[src/rtl/cpu_pipe_pkg.sv]
// Shared types for the LEGv8 pipeline hazard/forwarding logic: operand select
// encoding, the shadow-pipeline entry record and the register dependency test.
package cpu_pipe_pkg;

    localparam int PIPE_REG_W = 5;
    localparam logic [PIPE_REG_W-1:0] XZR = 5'd31;

    typedef enum logic [1:0] {
        FWD_RF    = 2'b00,
        FWD_EXMEM = 2'b01,
        FWD_MEMWB = 2'b10
    } fwd_sel_t;

    typedef struct packed {
        logic                  valid;
        logic [PIPE_REG_W-1:0] rn;
        logic [PIPE_REG_W-1:0] rb;
        logic                  use_a;
        logic                  use_b;
        logic [PIPE_REG_W-1:0] rd;
        logic                  reg_write;
        logic                  is_load;
        logic                  set_flag;
        logic                  use_flags;
    } pipe_entry_t;

    // True when entry e will write register r; the zero register never carries a value.
    function automatic logic dep(input pipe_entry_t e,
                                 input logic [PIPE_REG_W-1:0] r,
                                 input logic [PIPE_REG_W-1:0] zero_reg);
        return e.valid & e.reg_write & (e.rd == r) & (r != zero_reg);
    endfunction

endpackage

[src/rtl/fwd_sel_unit.sv]
// Operand forwarding select for one EX source operand: EX/MEM has priority over
// MEM/WB, and a load still in MEM is never a forwarding source.
module fwd_sel_unit
    import cpu_pipe_pkg::*;
#(
    parameter int                    FWD_EN   = 1,
    parameter logic [PIPE_REG_W-1:0] ZERO_REG = XZR
) (
    input  logic                  use_i,
    input  logic [PIPE_REG_W-1:0] reg_i,
    input  pipe_entry_t           mem_i,
    input  pipe_entry_t           wb_i,
    output fwd_sel_t              sel_o
);

    always_comb begin
        sel_o = FWD_RF;
        if (FWD_EN != 0 && use_i) begin
            if (dep(mem_i, reg_i, ZERO_REG) && !mem_i.is_load) begin
                sel_o = FWD_EXMEM;
            end else if (dep(wb_i, reg_i, ZERO_REG)) begin
                sel_o = FWD_MEMWB;
            end
        end
    end

endmodule

[src/rtl/pipe_hazard_ctrl.sv]
// Hazard and forwarding controller for the 5-stage LEGv8 pipeline. Tracks the
// EX/MEM/WB occupants in a shadow record and derives stalls, flushes and selects.
module pipe_hazard_ctrl
    import cpu_pipe_pkg::*;
#(
    parameter int               REG_W  = 5,
    parameter logic [REG_W-1:0] XZR    = cpu_pipe_pkg::XZR,
    parameter int               FWD_EN = 1,
    parameter int               CNT_W  = 16
) (
    input  logic             clk,
    input  logic             reset,
    input  logic             id_valid,
    input  logic [REG_W-1:0] id_rn,
    input  logic [REG_W-1:0] id_rb,
    input  logic             id_use_a,
    input  logic             id_use_b,
    input  logic [REG_W-1:0] id_rd,
    input  logic             id_reg_write,
    input  logic             id_is_load,
    input  logic             id_set_flag,
    input  logic             id_use_flags,
    input  logic             br_redirect,
    output logic             pc_write_en,
    output logic             ifid_write_en,
    output logic             ifid_flush,
    output logic             idex_bubble,
    output logic [1:0]       fwd_a,
    output logic [1:0]       fwd_b,
    output logic             flag_fwd,
    output logic [CNT_W-1:0] stall_cnt
);

    pipe_entry_t      ex_q, mem_q, wb_q;
    pipe_entry_t      ex_d, id_entry;
    logic [CNT_W-1:0] stall_cnt_q, stall_cnt_d;
    logic             rd_a, rd_b;
    logic             hazard, stall, redirect;
    fwd_sel_t         sel_a, sel_b;

    assign rd_a = id_valid & id_use_a;
    assign rd_b = id_valid & id_use_b;

    always_comb begin
        hazard = 1'b0;
        if (FWD_EN != 0) begin
            // Only a load one stage ahead is unreachable by forwarding.
            hazard = ex_q.is_load &
                     ((rd_a & dep(ex_q, id_rn, XZR)) | (rd_b & dep(ex_q, id_rb, XZR)));
        end else begin
            // Regfile writes early in the cycle but is still treated as busy during WB.
            hazard = (rd_a & (dep(ex_q, id_rn, XZR) | dep(mem_q, id_rn, XZR) |
                              dep(wb_q, id_rn, XZR))) |
                     (rd_b & (dep(ex_q, id_rb, XZR) | dep(mem_q, id_rb, XZR) |
                              dep(wb_q, id_rb, XZR))) |
                     (id_valid & id_use_flags &
                      ((ex_q.valid & ex_q.set_flag) | (mem_q.valid & mem_q.set_flag)));
        end
    end

    // A redirect squashes the stalled instruction anyway, so it wins over any stall.
    assign redirect = br_redirect & ~reset;
    assign stall    = hazard & ~redirect;

    assign pc_write_en   = ~stall;
    assign ifid_write_en = ~stall;
    assign ifid_flush    = redirect;
    assign idex_bubble   = stall | redirect;
    assign flag_fwd      = ex_q.valid & ex_q.use_flags & mem_q.valid & mem_q.set_flag;
    assign stall_cnt     = stall_cnt_q;

    fwd_sel_unit #(.FWD_EN(FWD_EN), .ZERO_REG(XZR)) u_fwd_a (
        .use_i (ex_q.valid & ex_q.use_a),
        .reg_i (ex_q.rn),
        .mem_i (mem_q),
        .wb_i  (wb_q),
        .sel_o (sel_a)
    );

    fwd_sel_unit #(.FWD_EN(FWD_EN), .ZERO_REG(XZR)) u_fwd_b (
        .use_i (ex_q.valid & ex_q.use_b),
        .reg_i (ex_q.rb),
        .mem_i (mem_q),
        .wb_i  (wb_q),
        .sel_o (sel_b)
    );

    assign fwd_a = sel_a;
    assign fwd_b = sel_b;

    always_comb begin
        id_entry = '{valid:     id_valid,
                     rn:        id_rn,
                     rb:        id_rb,
                     use_a:     id_use_a,
                     use_b:     id_use_b,
                     rd:        id_rd,
                     reg_write: id_reg_write,
                     is_load:   id_is_load,
                     set_flag:  id_set_flag,
                     use_flags: id_use_flags};
        ex_d = (id_valid && !idex_bubble) ? id_entry : '0;
    end

    always_comb begin
        stall_cnt_d = stall_cnt_q;
        if (!pc_write_en && stall_cnt_q != {CNT_W{1'b1}}) begin
            stall_cnt_d = stall_cnt_q + 1'b1;
        end
    end

    always_ff @(posedge clk or posedge reset) begin
        if (reset) begin
            ex_q        <= '0;
            mem_q       <= '0;
            wb_q        <= '0;
            stall_cnt_q <= '0;
        end else begin
            ex_q        <= ex_d;
            mem_q       <= ex_q;
            wb_q        <= mem_q;
            stall_cnt_q <= stall_cnt_d;
        end
    end

endmodule
[config.mk]
export PLATFORM = sky130hd
export DESIGN_NAME = pipe_hazard_ctrl
export DESIGN_NICKNAME = d
export VERILOG_FILES = /design/src/rtl/cpu_pipe_pkg.sv /design/src/rtl/fwd_sel_unit.sv /design/src/rtl/pipe_hazard_ctrl.sv
export SDC_FILE = /design/constraint.sdc
export NUM_CORES = 1
export LEC_CHECK = 0
export BUFFER_PORTS_ARGS = -buffer_cell sky130_fd_sc_hd__buf_2
export CAP_MARGIN = 25
export CELL_PAD_IN_SITES_DETAIL_PLACEMENT = 0
export CELL_PAD_IN_SITES_GLOBAL_PLACEMENT = 1
export CORE_UTILIZATION = 45
export CTS_CLUSTER_DIAMETER = 100
export CTS_CLUSTER_SIZE = 10
export DETAILED_ROUTE_END_ITERATION = 16
export GPL_ROUTABILITY_DRIVEN = 0
export HOLD_SLACK_MARGIN = 0.02
export PLACE_DENSITY_LB_ADDON = 0.15
export REMOVE_ABC_BUFFERS = 1
export SYNTH_ARGS = -nofsm -noshare
export SYNTH_HDL_FRONTEND = slang
export SYNTH_HIERARCHICAL = 1
export SYNTH_SLANG_ARGS = --single-unit
[constraint.sdc]
create_clock -name clk -period 4.68 [get_ports clk]
set_clock_uncertainty 0.2 [all_clocks]
set_input_delay 0.468 -clock clk [delete_from_list [all_inputs] [get_ports clk]]
set_output_delay 0.468 -clock clk [all_outputs]
set_load 0.02 [all_outputs]
Word-level counts from Yosys, hierarchy flattened

Index checks and enable logic that the tools add are counted.

Register bits: 54
Logic and storage cells: 76
Bits of input ports: 25
Output and inout port bits: 25

Bitwise logic cells: 32
Multiplexer cells: 7
Eq/ne operators: 11
$add $sub $neg: 1
Reduce and logical (&&, ||, !) cells: 6

Operators by type and width:

| operator                                                         | count |
|---|---|
| 5-bit == test                                                    | 6 |
| 1-bit bitwise AND                                                | 27 |
| 22-bit 2-to-1 mux                                                | 1 |
| 5-bit inequality test (second input constant)                    | 4 |
| 16-bit by 1-bit adder with 16-bit output (second input constant) | 1 |
| 16-bit inequality test (second input constant)                   | 1 |
| 2-bit 2-to-1 mux                                                 | 6 |
| 1-bit logical AND                                                | 4 |
| 1-bit inverter                                                   | 3 |
| 1-bit logical NOT                                                | 2 |
| 1-bit bitwise OR                                                 | 2 |

Logic depth before layout (Yosys ltp)

Depth in word-level cells: 11
Gate-level depth with buffers: 9
Mapped depth without buffers: 7

Hierarchy

Netlist, hierarchy kept.

By module, submodules not included:

| module           | sequential area each (µm²) | area each (µm²) | cells an instance | times used |
|---|---|---|---|---|
| pipe_hazard_ctrl | 2,052.0                    | 2,860.2         | 203               | 1 |
| fwd_sel_unit     | 0.0                        | 158.9           | 20                | 2 |

Worst setup path after synthesis

OpenSTA, ideal clock, no wires.

Path type: register -> register
Start point: register stall_cnt_q[0] (netlist: stall_cnt[0])
End point: register stall_cnt_q[5] (netlist: stall_cnt[5])
Path buffers: 2
Arrival time: 1,992 ps
Stages on the path, launching flop included: 10
Setup time: 130 ps
Setup slack: 2,359 ps
Data required time: 4,350 ps
Period minus slack after synthesis: 2,321 ps
Cell sequence: dfrtp_1 -> ha_1 -> and3_1 -> and3_1 -> buf_6 -> and3_4 -> a211oi_4 -> buf_6 -> nand4_1 -> xnor2_1

Longest elaborated chain between the ends: 2
Elaborated cells on any way between the ends: 3
Those cells by class: add/sub: 1; eq/ne: 1; reduce/logical: 1

Ends and longest elaborated chain:

| element                                                                          | line                    | source |
|---|---|---|
| start: declaration                                                               | pipe_hazard_ctrl.sv:36  | `logic [CNT_W-1:0] stall_cnt_q, stall_cnt_d;` |
| start signal: assignment                                                         | pipe_hazard_ctrl.sv:122 | `stall_cnt_q <= stall_cnt_d;` |
| branches (longest 2 deep; another with 16-bit by 1-bit adder with 16-bit output) | -                       |  |

Several ways; the timed one is not identified.
A chain may end at the register's enable or synchronous reset.

Worst setup path in the final report

Start point: register ex_q[8] (netlist name)
End point: output port idex_bubble

Longest elaborated chain between the ends: 8
Elaborated cells on any way between the ends: 12
Those cells by class: eq/ne: 2; bitwise: 10

Ends and longest elaborated chain:

| element                        | line                    | source |
|---|---|---|
| start: declaration             | pipe_hazard_ctrl.sv:34  | `pipe_entry_t ex_q, mem_q, wb_q;` |
| start signal: assignment       | pipe_hazard_ctrl.sv:114 | `ex_q <= '0;` |
| start signal: assignment       | pipe_hazard_ctrl.sv:119 | `ex_q <= ex_d;` |
| 5-bit == test                  | -                       |  |
| 1-bit bitwise AND (2 in a row) | -                       |  |
| 1-bit bitwise AND              | pipe_hazard_ctrl.sv:49  | `((rd_a & dep(ex_q, id_rn, XZR)) \| (rd_b & dep(ex_q, id_rb, XZR)));` |
| 1-bit bitwise OR *             | pipe_hazard_ctrl.sv:49  |  |
| 1-bit bitwise AND *            | pipe_hazard_ctrl.sv:48  | `hazard = ex_q.is_load &` |
| 1-bit bitwise AND *            | pipe_hazard_ctrl.sv:63  | `assign stall = hazard & ~redirect;` |
| 1-bit bitwise OR *             | pipe_hazard_ctrl.sv:68  | `assign idex_bubble = stall \| redirect;` |
| end: declaration               | pipe_hazard_ctrl.sv:27  | `output logic idex_bubble,` |

Every way passes the cells marked *; elsewhere a longest branch is shown, timed or not.

==> impl_results.md <==
* Worst-path clk slew at 90 ps
* CTS sink count at between 50 and 60
* DR pass1 iterations at 4
* TritonCTS clock tree: done
* Final-report setup violation count at 0
* Comb power frac at 0.092
* Fmax achieved at ~370 MHz
* Vias per inst at between 4 and 5
* Startpoint Class: flip-flop
* RR Startpoint: stall_cnt[0]
* Ys Warns at 6
* DRC errors left at 0
* Die X at ~76 µm
* Worst reg-to-reg path cell count at 6
* Worst Path Required at 4010 ps
* Slew HR at 0.6282
* PortBufs at 49
* Area delta synth->final at 16.62%
* Ports at 50
* Period utilisation layout at 0.5743
* Die Area at a little under 6000 µm²
* Die Span Y at approximately 76 µm
* DP Wirelength at approximately 3700 µm
* Initial drt markers at between 40 and 50
* Initial antenna violation count at 0
* Synthesized area per cell at roughly 12 µm²
* ANT nets after route at 0
* Sequential share of power at 0.607
* Worst-Margin Slew at roughly 560 ps
* Internal power component at between 0.6 and 0.7 mW
* Post-Syn Instances at between 200 and 250
* Global-route wire length before repair at 8369 µm
* Hold Crit Class: reg2reg
* Remaining Overflow, GRT at 0
* CP arrival at 2020 ps
* Row cnt at 26
* Min-delay src: ex_q[1]
* Hold path depth at 0
* Root buf cell: clkbuf_8
* Max capacitance violation total at 0
* Starting Density at 0.4760
* Leakage power at roughly 1.5 nW
* Critical Path Sink Type: output pin
* Tmin final at approximately 2700 ps
* Proportion of layout cells with a drive suffix above 1 at 0.2836
* # diodes at 0
* Met2 Use GR at 0.2873
* Clk Latency, worst-skew pair at about 300 ps
* Switching Power at 0.2006 mW
* Final WL at slightly below 5000 µm
* Total number of vias at 1688
* Fin worst setup slack at 1992 ps
* Sw Ratio at 0.2433
* Inserted Clock Buffers at 5
* M3 GR Usage at 0.03353
* Vias in the first global route at 1765
* Crit path max fanout at 23
* Hold_ws at ~160 ps
* Dpl ws at just over 2000 ps
* Largest net degree at the start of global routing at 44
* Clk network pwr share at 0.301
* Unrepaired setup endpoints after global routing: no
* Floorplan Core Area at approximately 5200 µm²
* Slew Limit Fails at 0
* Routed len/inst at 14.21 µm
* Final Hold Fails at 0
* Met1 GRT Util at 0.2638
* Post-cts resize count at 0
* Bufs on Longest Clock Path at 2
* Critical Path Source: ex_q[8]
* Final net count at just under 300
* CP Class: reg2out
* PwrDens at between 200 and 300 nW/µm²
* Cell area after synthesis at roughly 2500 µm²
* Total track usage at 0.1838
* Setup tns final at 0 ps
* Status: finished clean
* Max rail drop VDD at about 0.16 mV
* H-tree levels at 2
* Most used routing layer in global routing: met2
cells in the final DEF, fill, tap and decap left out, types with 3 or more instances in the layout:
master and n:
xor2_1 21, and3_1 23, nand4_1 13, and2_1 4
and3_2 3, nor3_1 6, nand3_1 7, dfrtp_1 54
xnor2_1 21, and4_1 3, clkbuf_8 5, buf_2 49
nand2_1 15, nor2_1 10
cell type report:
class / instances / area (µm²)
clock inverter: 2 / 13.76
clock buffer: 6 / 72.57
multi-input combinational: 151 / 1070
timing repair buffer: 52 / 282.8
fill: 485 / 2316
sequential: 54 / 1351
tap: 70 / 87.58
inverter: 3 / 11.26
flip-flops by register name (all words and copies together), names as in the netlist:
signal	count
mem_q	9
stall_cnt	16
ex_q	22
wb_q	7
per-layer routing:
metal | wire length, µm | vias up
met1 | 2355 | 800
met5 | 0 | -
met4 | 36 | 0
li1 | - | 845
met2 | 2227 | 38
met3 | 183 | 5
path summary, 6_finish.rpt:
path	to	slack, ps
min in group asynchronous	stall_cnt[0]	460
hold reg to reg	mem_q[1]	160
hold / removal	mem_q[1]	160
setup / recovery	idex_bubble	1990
max in group asynchronous	stall_cnt[15]	3320
setup reg to reg	stall_cnt[1]	2170
through the flow:
stage / cells / cell area (µm²) / utilization / power [mW]
2_1_floorplan: 208 / 2432 / - / 0.5529
3_3_place_gp: 328 / 2773 / 0.5327 / 0.5827
3_5_place_dp: 329 / 2793 / 0.5365 / 0.5865
4_1_cts: 338 / 2889 / 0.5550 / 0.8348
5_1_grt: 338 / 2889 / 0.5550 / 0.8652
6_report: 338 / 2889 / 0.5550 / 0.8243
worst max-delay path, stage by stage, from the launching register on:
cell and delay (ps):
dfrtp_1 420, or2_2 300, o21ai_0 110, nand4_1 200, o21ai_0 160, a21oi_1 110
buf_4 200, inv_1 60, buf_2 150
power by group through the flow:
stage          sequential (mW)  combinational [mW]  clock [mW]
2_1_floorplan            0.505              0.0480           0
3_3_place_gp             0.509              0.0739           0
3_5_place_dp             0.510              0.0768           0
4_1_cts                  0.500              0.0776       0.257
5_1_grt                  0.503              0.0858       0.277
6_report                 0.500              0.0759       0.248
what timing repair did:
action                    CTS  global route
buffers inserted            0             0
hold buffers                1             0
hold endpoints to repair   11             0
(Power assumes the default switching activity.)
